### src/rtl/tube_disp_arbiter_if.sv
// Display-sharing bus between the three requesters and the tube arbiter.
// master: requester/driver side; slave: arbiter side.
interface tube_disp_arbiter_if;
  logic        disp_on;
  logic [2:0]  req;
  logic [31:0] src0_data;
  logic [31:0] src1_data;
  logic [31:0] src2_data;
  logic [2:0]  gnt;
  logic [1:0]  cur_src;
  logic [31:0] disp_data;
  logic        en;
  logic        switch_pulse;

  modport master (
    output disp_on, req, src0_data, src1_data, src2_data,
    input  gnt, cur_src, disp_data, en, switch_pulse
  );

  modport slave (
    input  disp_on, req, src0_data, src1_data, src2_data,
    output gnt, cur_src, disp_data, en, switch_pulse
  );
endinterface

### src/rtl/tube_disp_arbiter.sv
// Round-robin arbiter sharing the digital_tube datapath among three sources.
// Enforces a minimum on-screen hold time and a forced blank gap between owners.
module tube_disp_arbiter #(
  parameter int unsigned HOLD_CYC  = 50_000_000,
  parameter int unsigned BLANK_CYC = 500_000
) (
  input logic                clk,
  input logic                rst,
  tube_disp_arbiter_if.slave bus
);

  localparam logic [31:0] HoldLast  = 32'(HOLD_CYC - 1);
  localparam logic [31:0] BlankLast = 32'(BLANK_CYC - 1);

  typedef enum logic [1:0] {StIdle, StBlank, StShow} state_e;

  state_e      state_q, state_d;
  logic [1:0]  last_q, last_d;
  logic [31:0] blank_cnt_q, blank_cnt_d;
  logic [31:0] hold_cnt_q, hold_cnt_d;
  logic        hold_done_q, hold_done_d;
  logic [2:0]  gnt_q, gnt_d;
  logic [1:0]  cur_src_q, cur_src_d;
  logic [31:0] disp_data_q, disp_data_d;
  logic        en_q, en_d;
  logic        pulse_q, pulse_d;

  logic [31:0] owner_data;
  logic        owner_req;
  logic        hold_ok;
  logic [2:0]  pick_all;
  logic [2:0]  pick_other;

  // Returns {valid, index}; search order last+1, last+2, last (mod 3).
  function automatic logic [2:0] rr_pick(input logic [2:0] mask, input logic [1:0] last);
    logic [2:0] res;
    logic [1:0] idx;
    res = 3'b000;
    // Walk from lowest to highest priority so the highest-priority hit wins.
    for (int k = 3; k >= 1; k--) begin
      idx = 2'((int'(last) + k) % 3);
      if (mask[idx]) res = {1'b1, idx};
    end
    return res;
  endfunction

  // Owner data select, request status and arbitration picks.
  always_comb begin
    owner_data = bus.src2_data;
    if (cur_src_q == 2'd0) owner_data = bus.src0_data;
    else if (cur_src_q == 2'd1) owner_data = bus.src1_data;
    owner_req  = |(bus.req & gnt_q);
    // Count is compared directly so the last hold cycle can already switch.
    hold_ok    = hold_done_q | (hold_cnt_q == HoldLast);
    pick_all   = rr_pick(bus.req, last_q);
    pick_other = rr_pick(bus.req & ~gnt_q, last_q);
  end

  // Next-state and registered-output logic.
  always_comb begin
    state_d     = state_q;
    last_d      = last_q;
    blank_cnt_d = blank_cnt_q;
    hold_cnt_d  = hold_cnt_q;
    hold_done_d = hold_done_q;
    gnt_d       = gnt_q;
    cur_src_d   = cur_src_q;
    disp_data_d = disp_data_q;
    pulse_d     = 1'b0;
    unique case (state_q)
      StIdle: begin
        if (pick_all[2]) begin
          state_d     = StBlank;
          gnt_d       = 3'b001 << pick_all[1:0];
          cur_src_d   = pick_all[1:0];
          last_d      = pick_all[1:0];
          blank_cnt_d = '0;
        end
      end
      StBlank: begin
        if (blank_cnt_q >= BlankLast) begin
          state_d     = StShow;
          disp_data_d = owner_data;
          pulse_d     = 1'b1;
          hold_cnt_d  = '0;
          hold_done_d = 1'b0;
        end else begin
          blank_cnt_d = blank_cnt_q + 32'd1;
        end
      end
      StShow: begin
        if (owner_req) disp_data_d = owner_data;
        if (hold_cnt_q < HoldLast) hold_cnt_d = hold_cnt_q + 32'd1;
        hold_done_d = hold_ok;
        if (hold_ok) begin
          if (pick_other[2]) begin
            state_d     = StBlank;
            gnt_d       = 3'b001 << pick_other[1:0];
            cur_src_d   = pick_other[1:0];
            last_d      = pick_other[1:0];
            blank_cnt_d = '0;
          end else if (!owner_req) begin
            state_d   = StIdle;
            gnt_d     = 3'b000;
            cur_src_d = 2'd3;
          end
        end
      end
      default: begin
        state_d   = StIdle;
        gnt_d     = 3'b000;
        cur_src_d = 2'd3;
      end
    endcase
    // disp_on only gates the enable; arbitration is unaffected.
    en_d = (state_d == StShow) && bus.disp_on;
  end

  // State and output registers with asynchronous active-low reset.
  always_ff @(posedge clk or negedge rst) begin
    if (!rst) begin
      state_q     <= StIdle;
      last_q      <= 2'd2;
      blank_cnt_q <= '0;
      hold_cnt_q  <= '0;
      hold_done_q <= 1'b0;
      gnt_q       <= 3'b000;
      cur_src_q   <= 2'd3;
      disp_data_q <= '0;
      en_q        <= 1'b0;
      pulse_q     <= 1'b0;
    end else begin
      state_q     <= state_d;
      last_q      <= last_d;
      blank_cnt_q <= blank_cnt_d;
      hold_cnt_q  <= hold_cnt_d;
      hold_done_q <= hold_done_d;
      gnt_q       <= gnt_d;
      cur_src_q   <= cur_src_d;
      disp_data_q <= disp_data_d;
      en_q        <= en_d;
      pulse_q     <= pulse_d;
    end
  end

  assign bus.gnt          = gnt_q;
  assign bus.cur_src      = cur_src_q;
  assign bus.disp_data    = disp_data_q;
  assign bus.en           = en_q;
  assign bus.switch_pulse = pulse_q;

endmodule

### src/flat_wrapper.sv
// flat-port wrapper written by rule: the top's interface ports become plain ports
module tube_disp_arbiter_flat 
#(
  parameter int unsigned HOLD_CYC  = 50_000_000,
  parameter int unsigned BLANK_CYC = 500_000
)
  (clk, rst, bus_disp_on, bus_req, bus_src0_data, bus_src1_data, bus_src2_data, bus_gnt, bus_cur_src, bus_disp_data, bus_en, bus_switch_pulse);
  tube_disp_arbiter_if bus_i ();
  input logic clk;
  input logic rst;
  input wire logic [$bits(bus_i.disp_on)-1:0] bus_disp_on;
  input wire logic [$bits(bus_i.req)-1:0] bus_req;
  input wire logic [$bits(bus_i.src0_data)-1:0] bus_src0_data;
  input wire logic [$bits(bus_i.src1_data)-1:0] bus_src1_data;
  input wire logic [$bits(bus_i.src2_data)-1:0] bus_src2_data;
  output wire logic [$bits(bus_i.gnt)-1:0] bus_gnt;
  output wire logic [$bits(bus_i.cur_src)-1:0] bus_cur_src;
  output wire logic [$bits(bus_i.disp_data)-1:0] bus_disp_data;
  output wire logic [$bits(bus_i.en)-1:0] bus_en;
  output wire logic [$bits(bus_i.switch_pulse)-1:0] bus_switch_pulse;
  assign bus_i.disp_on = bus_disp_on;
  assign bus_i.req = bus_req;
  assign bus_i.src0_data = bus_src0_data;
  assign bus_i.src1_data = bus_src1_data;
  assign bus_i.src2_data = bus_src2_data;
  assign bus_gnt = bus_i.gnt;
  assign bus_cur_src = bus_i.cur_src;
  assign bus_disp_data = bus_i.disp_data;
  assign bus_en = bus_i.en;
  assign bus_switch_pulse = bus_i.switch_pulse;
  tube_disp_arbiter #(.HOLD_CYC(HOLD_CYC), .BLANK_CYC(BLANK_CYC)) u_core (.clk(clk), .rst(rst), .bus(bus_i));
endmodule
### config.mk
export PLATFORM = sky130hd
export DESIGN_NAME = tube_disp_arbiter_flat
export DESIGN_NICKNAME = d
export VERILOG_FILES = /design/src/rtl/tube_disp_arbiter_if.sv /design/src/rtl/tube_disp_arbiter.sv /design/src/flat_wrapper.sv
export SDC_FILE = /design/constraint.sdc
export NUM_CORES = 1
export LEC_CHECK = 0
export BUFFER_PORTS_ARGS = -buffer_cell sky130_fd_sc_hd__clkbuf_2
export CORE_MARGIN = 2
export CORE_UTILIZATION = 30
export DETAILED_ROUTE_END_ITERATION = 16
export PLACE_DENSITY = 0.6
export SETUP_SLACK_MARGIN = 0.4
export SYNTH_ARGS = -nofsm -noshare
export SYNTH_HDL_FRONTEND = slang
export SYNTH_SLANG_ARGS = --single-unit
### constraint.sdc
create_clock -name clk -period 5.23 [get_ports clk]
set_input_delay 0.7845 -clock clk [delete_from_list [all_inputs] [get_ports clk]]
set_output_delay 0.7845 -clock clk [all_outputs]
set_load 0.03 [all_outputs]
==> impl_metrics.env <==
export IMPL_status="completed"
export IMPL_path_clk_slew_ns=0.07
export IMPL_cts_setup_buffers=0
export IMPL_hold_viol=0
export IMPL_rows=52
export IMPL_yosysSeqAreaShare_pct=43.95
export IMPL_cap_violations=0
export IMPL_totalNegativeSetupSlack_ns=0
export IMPL_grt_pass1_wl_um=25020
export IMPL_start_util_pct=30.53
export IMPL_ir_worst_vdd_v=0.0002346
export IMPL_dieArea_um2=21690
export IMPL_drive_gt1_share_pct=21.43
export IMPL_synth_top_family_by_area="simple AND/OR/NAND/NOR gates"
export IMPL_slew_violations=0
export IMPL_wl_per_cell_um=13.83
export IMPL_critPathKind="flop to flop"
export IMPL_clkSinkCount=108
export IMPL_cts_buffer_depth=2
export IMPL_firstDrtPassIters=6
export IMPL_num_vias=5425
export IMPL_tritoncts="built"
export IMPL_hold_path_class="flop to flop"
export IMPL_antenna_cells=0
export IMPL_yosysWarnings=0
export IMPL_final_cell_mix="clkbuf_2, dfrtp_1, nor2_1"
export IMPL_antenna_found_initial=0
export IMPL_yosys_area_share_simple_pct=22.71
export IMPL_area_growth_pct=21.01
export IMPL_core_area_um2=20170
export IMPL_cp_max_fo=18
export IMPL_dp_hpwl_um=10830
export IMPL_port_buffers=140
export IMPL_avgSynthCellArea_um2=8.748
export IMPL_grt_max_degree=69
export IMPL_final_core_util_pct=36.95
export IMPL_worstSetupEndpointType="flop"
export IMPL_mappedNetlistArea_um2=6158
export IMPL_initialDrtViolationCount=343
export IMPL_grt_pass1_vias=4948
export IMPL_synthAdderAreaFrac_pct=1.829
export IMPL_final_common_cell="clkbuf_2"
export IMPL_rsz0062_at_grt="false"
export IMPL_start_kind="flop"
export IMPL_drt_total_wl_um=15160
export IMPL_syn_num_nets=815
export IMPL_overflow=0
export IMPL_ctsHoldBuffers=0
export IMPL_syn_inst=704
export IMPL_cts_buffers=9
export IMPL_die_h_um=147.3
export IMPL_grt_total_usage_pct=14.05
export IMPL_crit_arrival_ns=3.37
export IMPL_synth_edf_count=0
export IMPL_synth_distinct_cells=62
export IMPL_maxSlewHeadroom_pct=34.94
export IMPL_ys_ff_latch=108
export IMPL_synth_xor_area_share_pct=2.987
export IMPL_avgViaCountPerCell=4.950
export IMPL_finalNetCount=932
export IMPL_htree_levels=3
export IMPL_fin_skew_ns=0.01365
export IMPL_synth_mux_area_share_pct=7.720
export IMPL_io_pins=141
export IMPL_setup_viol=0
export IMPL_cellLeakagePower_nw=3.461
export IMPL_synthFlopType="dfrtp_1"
export IMPL_gp_congestion=0.8177
export IMPL_max_slew_worst_pin_slew_ns=0.9759
export IMPL_synth_async_reset_ratio_pct=100.0
export IMPL_die_w_um=147.3
export IMPL_antenna_left=0
export IMPL_fin_crit_sh_pct=59.68
export IMPL_cp_data_required_time_ns=5.48
export IMPL_drc_errors=0
export IMPL_cts_root_buf="clkbuf_16"
export IMPL_min_period_ns=3.122
export IMPL_synth_compound_area_share_pct=17.09
export IMPL_power_density_nw_per_um2=477.2
export IMPL_cts_resized=0
export IMPL_fmax_mhz=320.4
export IMPL_clk_latency_ns=0.36
-- cell type report --
cell class	instances	area [µm²]
Clock buffer	11	252.7
Clock inverter	5	88.84
Fill cell	2120	12720
Inverter	21	78.83
Multi-Input combinational cell	535	3239
Sequential cell	108	2706
Tap cell	270	337.8
Timing Repair Buffer	146	748.2
-- Yosys cell counts, types with 17 or more instances --
| library cell | number | area (µm²) |
|---|---|---|
| a21oi_1 | 56 | 280.3 |
| clkbuf_1 | 39 | 146.4 |
| dfrtp_1 | 105 | 2628 |
| inv_1 | 20 | 75.07 |
| mux2i_1 | 43 | 430.4 |
| nand2_1 | 71 | 266.5 |
| nand3_1 | 22 | 110.1 |
| nand4_1 | 17 | 106.4 |
| nor2_1 | 96 | 360.4 |
| nor3_1 | 24 | 120.1 |
| o21ai_0 | 50 | 250.2 |
| xnor2_1 | 21 | 183.9 |
-- power breakdown --
part | switching (mW) | internal, mW | leakage [nW] | total, mW
registers | 0.157 | 1.01 | 1.44 | 1.16
logic | 1.07 | 0.547 | 1.85 | 1.62
clock network | 0.322 | 0.452 | 0.168 | 0.774
-- state kept, by name (all words and copies together), names as in the netlist --
| name | count |
|---|---|
| u_core.hold_done_q | 1 |
| u_core.state_q | 2 |
| u_core.bus.switch_pulse | 1 |
| u_core.bus.disp_data | 32 |
| u_core.bus.cur_src | 2 |
| u_core.bus.en | 1 |
| u_core.last_q | 2 |
| u_core.bus.gnt | 3 |
| u_core.hold_cnt_q | 32 |
| u_core.blank_cnt_q | 32 |
-- stage by stage --
stage          cells  instance area (µm²)  hold WS [ns]  total power [mW]  setup WS (ns)
6_report        1096                 7452        0.4800             3.556          2.109
5_1_grt         1096                 7452        0.5053             3.828          1.834
4_1_cts         1096                 7452        0.4867             3.602          2.106
3_5_place_dp    1080                 7111        0.4696             2.816          2.111
3_3_place_gp    1080                 7111        0.4632             2.799          2.138
2_1_floorplan    704                 6158        0.4561             2.348          2.464
-- critical path, cell delays in order, from the launching register on --
cell and delay (ns):
dfrtp_1 0.44, or4b_1 0.52, or4_4 0.44, nor4_4 0.40, o32a_4 0.30, nand3_1 0.51, and2_1 0.39
-- worst paths after layout --
path | start | end | slack [ns] | depth (start not counted)
max | u_core.hold_cnt_q[24]$_DFFE_PN0P_ | u_core.blank_cnt_q[28]$_DFFE_PN0P_ | 2.11 | 6
min | u_core.bus.disp_data[24]$_DFFE_PN0P_ | u_core.bus.disp_data[24]$_DFFE_PN0P_ | 0.48 | 2
max reg2reg | u_core.hold_cnt_q[24]$_DFFE_PN0P_ | u_core.blank_cnt_q[28]$_DFFE_PN0P_ | 2.11 | 6
min reg2reg | u_core.bus.disp_data[24]$_DFFE_PN0P_ | u_core.bus.disp_data[24]$_DFFE_PN0P_ | 0.48 | 2
max in group asynchronous | rst | u_core.bus.cur_src[1]$_DFFE_PN1P_ | 3.64 | 2
min in group asynchronous | rst | u_core.blank_cnt_q[3]$_DFFE_PN0P_ | 0.53 | 1
-- kinds of logic after synthesis --
| kind of cell | count (synthesis) |
|---|---|
| muxes | 47 |
| xor gates and xnor gates | 21 |
| adders and majority gates | 9 |
| AOI/OAI and AO/OA | 170 |
| and+or+nand+nor | 288 |
| DFF | 108 |
| buffers and inverters | 61 |
-- metal layers --
metal	track usage (%)	routed length (µm)	up-vias
met5	0	0	-
li1	-	-	2751
met4	4.760	306	0
met3	3.354	660	24
met2	22.10	7339	109
met1	19.04	6854	2541
Power figures use the tool's default switching activity.
